<file path="src/rtl/mux_scan_pkg.sv">
// mux_scan_pkg: shared types and constants for the round-robin mux scan controller.
package mux_scan_pkg;

    localparam int NCH   = 8;
    localparam int SEL_W = 3;

    // Starting from 7 makes channel 0 the first one searched after reset.
    localparam logic [SEL_W-1:0] PTR_RST = 3'd7;

    typedef enum logic [1:0] {
        IDLE   = 2'b00,
        SETTLE = 2'b01,
        HOLD   = 2'b10
    } state_t;

endpackage

</file>
<file path="src/rtl/rr_pick8.sv">
// rr_pick8: combinational round-robin picker, first set request after i_ptr (wrapping).
module rr_pick8
    import mux_scan_pkg::*;
(
    input  logic [NCH-1:0]   i_req,
    input  logic [SEL_W-1:0] i_ptr,
    output logic             o_any,
    output logic [SEL_W-1:0] o_idx
);

    // Walk from farthest to nearest so the nearest set bit after i_ptr wins.
    always_comb begin
        o_any = |i_req;
        o_idx = i_ptr;
        for (int k = NCH; k >= 1; k--)
            if (i_req[i_ptr + SEL_W'(k)])
                o_idx = i_ptr + SEL_W'(k);
    end

endmodule

</file>
<file path="src/rtl/mux_scan_ctrl.sv">
// mux_scan_ctrl: round-robin scan of an 8:1 enabled byte mux, capturing the selected
// byte after a settle window and presenting it with its channel on valid/ready.
module mux_scan_ctrl
    import mux_scan_pkg::*;
#(
    parameter int WIDTH  = 8,
    parameter int SETTLE = 1
) (
    input  logic             i_clk,
    input  logic             i_rst_n,
    input  logic [NCH-1:0]   i_req,
    output logic [NCH-1:0]   o_ack,
    output logic [SEL_W-1:0] o_sel,
    output logic             o_enable,
    input  logic [WIDTH-1:0] i_mux_data,
    output logic [WIDTH-1:0] o_data_out,
    output logic [SEL_W-1:0] o_chan_out,
    output logic             o_valid,
    input  logic             i_ready
);

    localparam logic [NCH-1:0] ONE_HOT0 = NCH'(1);

    state_t           r_state, w_next;
    logic [3:0]       r_cnt;
    logic [SEL_W-1:0] r_ptr, r_sel, r_chan;
    logic [NCH-1:0]   r_ack;
    logic [WIDTH-1:0] r_data;
    logic             r_valid;
    logic             w_any, w_grant, w_cap, w_hs;
    logic [SEL_W-1:0] w_idx;

    rr_pick8 u_pick (
        .i_req (i_req),
        .i_ptr (r_ptr),
        .o_any (w_any),
        .o_idx (w_idx)
    );

    always_ff @(posedge i_clk or negedge i_rst_n)
        if (!i_rst_n)
            r_state <= mux_scan_pkg::IDLE;
        else
            r_state <= w_next;

    always_comb begin
        w_next   = r_state;
        w_grant  = 1'b0;
        w_cap    = 1'b0;
        w_hs     = 1'b0;
        o_enable = 1'b0;
        case (r_state)
            mux_scan_pkg::IDLE: begin
                w_grant = w_any;
                w_next  = w_any ? mux_scan_pkg::SETTLE : mux_scan_pkg::IDLE;
            end
            mux_scan_pkg::SETTLE: begin
                o_enable = 1'b1;
                w_cap    = r_cnt == 4'(SETTLE - 1);
                w_next   = w_cap ? mux_scan_pkg::HOLD : mux_scan_pkg::SETTLE;
            end
            mux_scan_pkg::HOLD: begin
                w_hs   = r_valid & i_ready;
                w_next = w_hs ? mux_scan_pkg::IDLE : mux_scan_pkg::HOLD;
            end
            default: w_next = mux_scan_pkg::IDLE;
        endcase
    end

    // Mux_data is only sampled on the capture edge, never while the mux is disabled.
    always_ff @(posedge i_clk or negedge i_rst_n)
        if (!i_rst_n) begin
            r_sel   <= '0;
            r_cnt   <= '0;
            r_ptr   <= PTR_RST;
            r_ack   <= '0;
            r_data  <= '0;
            r_chan  <= '0;
            r_valid <= 1'b0;
        end else begin
            r_ack <= '0;
            if (w_grant) begin
                r_sel <= w_idx;
                r_cnt <= '0;
            end
            if (r_state == mux_scan_pkg::SETTLE)
                r_cnt <= r_cnt + 4'd1;
            if (w_cap) begin
                r_data  <= i_mux_data;
                r_chan  <= r_sel;
                r_valid <= 1'b1;
                r_ack   <= ONE_HOT0 << r_sel;
                r_ptr   <= r_sel;
            end
            if (w_hs)
                r_valid <= 1'b0;
        end

    assign o_sel      = r_sel;
    assign o_ack      = r_ack;
    assign o_data_out = r_data;
    assign o_chan_out = r_chan;
    assign o_valid    = r_valid;

endmodule

</file>
<file path="config.mk">
export PLATFORM = sky130hd
export DESIGN_NAME = mux_scan_ctrl
export DESIGN_NICKNAME = d
export VERILOG_FILES = /design/src/rtl/mux_scan_pkg.sv /design/src/rtl/rr_pick8.sv /design/src/rtl/mux_scan_ctrl.sv
export SDC_FILE = /design/constraint.sdc
export NUM_CORES = 1
export LEC_CHECK = 0
export CORE_MARGIN = 5
export CORE_UTILIZATION = 30
export CTS_BUF_LIST = sky130_fd_sc_hd__clkbuf_8
export CTS_CLUSTER_SIZE = 16
export DETAILED_ROUTE_END_ITERATION = 12
export GPL_TIMING_DRIVEN = 0
export PLACE_DENSITY_LB_ADDON = 0.05
export SLEW_MARGIN = 20
export SYNTH_ARGS = -nofsm -noshare
export SYNTH_HDL_FRONTEND = slang
export SYNTH_SLANG_ARGS = --single-unit
</file>
<file path="constraint.sdc">
create_clock -name i_clk -period 3.2 [get_ports i_clk]
set_input_delay 0.64 -clock i_clk [delete_from_list [all_inputs] [get_ports i_clk]]
set_output_delay 0.64 -clock i_clk [all_outputs]
set_load 0.02 [all_outputs]
</file>
==> impl_metrics.tcl <==
set metrics [dict create \
    fin_tns_setup_ns 0 \
    vias 1664 \
    clkTransAtPathRegs_ns 0.06 \
    fin_hold_ws_ns 0.198 \
    grt_overflow 0 \
    finalCritPeriodShare_pct 90.2 \
    pre_cts_slack_ns 0.0796 \
    initial_core_util_pct 30.3 \
    fillers 675 \
    portBuffers 42 \
    instances_no_fill 332 \
    dpl.hpwl_um 3750 \
    antenna_found_initial 0 \
    ys_async_sr_fraction_pct 100 \
    grt_pass1_wl_um 8510 \
    setup_viol_count_final 0 \
    synth_edf_count 0 \
    die_w_um 92.1 \
    rsz0062_at_grt "no" \
    worst_slew_pin_slew_ns 0.489 \
    numCtsBuffers 5 \
    antennaDiodeCount 0 \
    grt_max_degree 27 \
    place_area_mm2 0.00256 \
    cap_violations 0 \
    p_int_mw 1.57 \
    end_kind "flip-flop" \
    cts_tree "built" \
    drc 0 \
    power_switching_mw 1.24 \
    wl_um 5070 \
    finalMaxSlewViolations 0 \
    grt_pass1_vias 1613 \
    yosys_warnings 0 \
    grt_util_all_layers_pct 12.4 \
    layout_commonest_cell "nand2_1" \
    clock-sinks 32 \
    final_cell_mix "nand2_1 (54), clkdlybuf4s50_1 (41), dfrtp_1 (29), mux4_2 (13), nor2_1 (11)" \
    dp_cells 325 \
    finalCriticalPeriod_ns 2.89 \
    p_seq_share_pct 24.6 \
    pwr-share-clk_pct 11.0 \
    insertion_delay_ns 0.27 \
    timing.final.ws_setup_ns 0.313 \
    antenna_left 0 \
    ys_seq_area_share_pct 39.8 \
    yosys.area.top_type_share_pct 35.9 \
    die_area_mm2 0.00849 \
    leakagePower_nw 1.14 \
    cts_root_buf "clkbuf_8" \
    syn_inst 202 \
    avgSynthCellArea_um2 10.0 \
    cts_max_path_buffers 2 \
    first_iter_violations 49 \
    drt_first_pass_iters 4 \
    cts_setup_buffers 0 \
    hold_violations 0 \
    std_cell_rows 30 \
    place_congestion 0.788 \
    fin_skew_ns 0.00157 \
    syn_nets 225 \
    worstSetupStartpointType "flip-flop" \
    die_height_um 92.1 \
    p_per_area_mw_per_mm2 1060 \
    p_sw_share_pct 44.0 \
    wl_per_cell_um 15.3 \
    vdd_drop_max_uv 303 \
    final_area_mm2 0.00265 \
    cts_resized 0 \
    crit_fanout 10 \
    timing.critical_path.required_ns 3.38 \
    criticalPathCategory "reg2reg" \
    ys_ff_latch 32 \
    core-area_mm2 0.00668 \
    yosys_most_used_dff "dfrtp_1" \
    synth.lib_cells_used.distinct 42 \
    htree_levels 2 \
    max-slew-margin-rel_pct 67.4 \
    arrival_ns 3.06 \
    cts_hold_buf 0 \
    clock.fmax_mhz 346 \
    final_layout_size_suffix_gt1_share_pct 15.9 \
    p_total_mw 2.81 \
    post-route-util_pct 39.7 \
    syn2layout_area_growth_pct 31.0 \
    synth_area_mm2 0.00202 \
    via_per_inst 5.01 \
    outcome "complete, no violations" \
    hold_path.class "in2async" \
    ys_top_cells_by_area "dfrtp_1 (36%), mux4_2 (14%), nand2_1 (10%), mux2i_1 (4.0%), dfstp_2 (3.9%)" \
    yosysTopAreaCell "dfrtp_1" \
    io_pins 43 \
    nets 274 \
    comb_power_share_pct 64.4 \
]
worst max-delay path: stages, from the launching register on:
cell and delay (ns):
dfstp_2 0.54, buf_2 0.19, clkbuf_4 0.24, inv_1 0.10, ha_2 0.42, mux4_2 0.38, mux2i_1 0.28, o211ai_1 0.12
o21ai_1 0.12, a221oi_2 0.09, o41ai_2 0.31
area by class of cell:
class                   instances  area (um2)  share of cell area (%)
repair buffers                 43         435                    16.4
clock buffers                   6        82.6                    3.12
flip-flops and latches         32         805                    30.4
well taps                      80         100                    3.78
inverters                       7        26.3                   0.992
multi-input cells             152        1140                    42.9
plain buffers                  10        56.3                    2.12
clock inverters                 2        7.51                   0.283
logic make-up after synthesis:
family / after synthesis / share of synthesized area (%)
xor gates and xnor gates: 6 / 2.60
AOI/OAI and AO/OA: 28 / 9.96
muxes: 26 / 21.5
adders and majority gates: 4 / 2.47
and+or+nand+nor: 88 / 19.5
DFF: 32 / 39.8
buffers and inverters: 18 / 4.14
path summary, 6_finish.rpt:
| check | start | endpoint | slack, ns | depth (start not counted) |
|---|---|---|---|---|
| setup / recovery | r_ptr[1]$_DFFE_PN1P_ | o_sel[1]$_DFFE_PN0P_ | 0.31 | 10 |
| hold / removal | i_rst_n | o_ack[7]$_DFF_PN0_ | 0.20 | 1 |
| setup reg to reg | r_ptr[1]$_DFFE_PN1P_ | o_sel[1]$_DFFE_PN0P_ | 0.31 | 10 |
| hold reg to reg | o_chan_out[2]$_DFFE_PN0P_ | o_chan_out[2]$_DFFE_PN0P_ | 0.47 | 2 |
| max in group asynchronous | i_rst_n | r_ptr[0]$_DFFE_PN1P_ | 2.54 | 2 |
| min in group i_clk | o_chan_out[2]$_DFFE_PN0P_ | o_chan_out[2]$_DFFE_PN0P_ | 0.47 | 2 |
cells in the mapped netlist, types with 2 or more instances:
master / number
xor2_1: 2
nor4_1: 4
clkbuf_1: 5
o21a_1: 2
buf_2: 4
o21ai_1: 2
mux2i_1: 8
mux4_2: 13
nand2_1: 54
dfrtp_1: 29
inv_1: 7
o21ai_0: 7
dfstp_2: 3
mux2_2: 3
a21oi_1: 5
nor3_1: 4
ha_1: 4
nor2_1: 11
nand2b_1: 4
and2_1: 2
nand3_1: 4
xnor2_1: 4
a21boi_0: 2
power by group through the flow:
stage	Combinational, mW	Sequential, mW	Clock [mW]
after floorplan	1.17	0.802	0
after global placement	1.83	0.700	0
after detailed placement	1.82	0.702	0
after CTS	1.83	0.695	0.322
after global routing	2.00	0.724	0.343
final	1.81	0.691	0.310
layer usage:
metal	vias up	GRT usage [%]	wire length, um
li1	809	-	-
met1	803	17.1	2370
met2	45	19.3	2380
met3	7	2.21	218
met4	0	4.58	98
met5	-	0	0
state kept, by name (all words and copies together) (netlist names):
| register | count |
|---|---|
| o_chan_out | 3 |
| r_ptr | 3 |
| r_cnt | 4 |
| o_data_out | 8 |
| o_valid | 1 |
| o_ack | 8 |
| r_state | 2 |
| o_sel | 3 |
(Power assumes the default switching activity.)
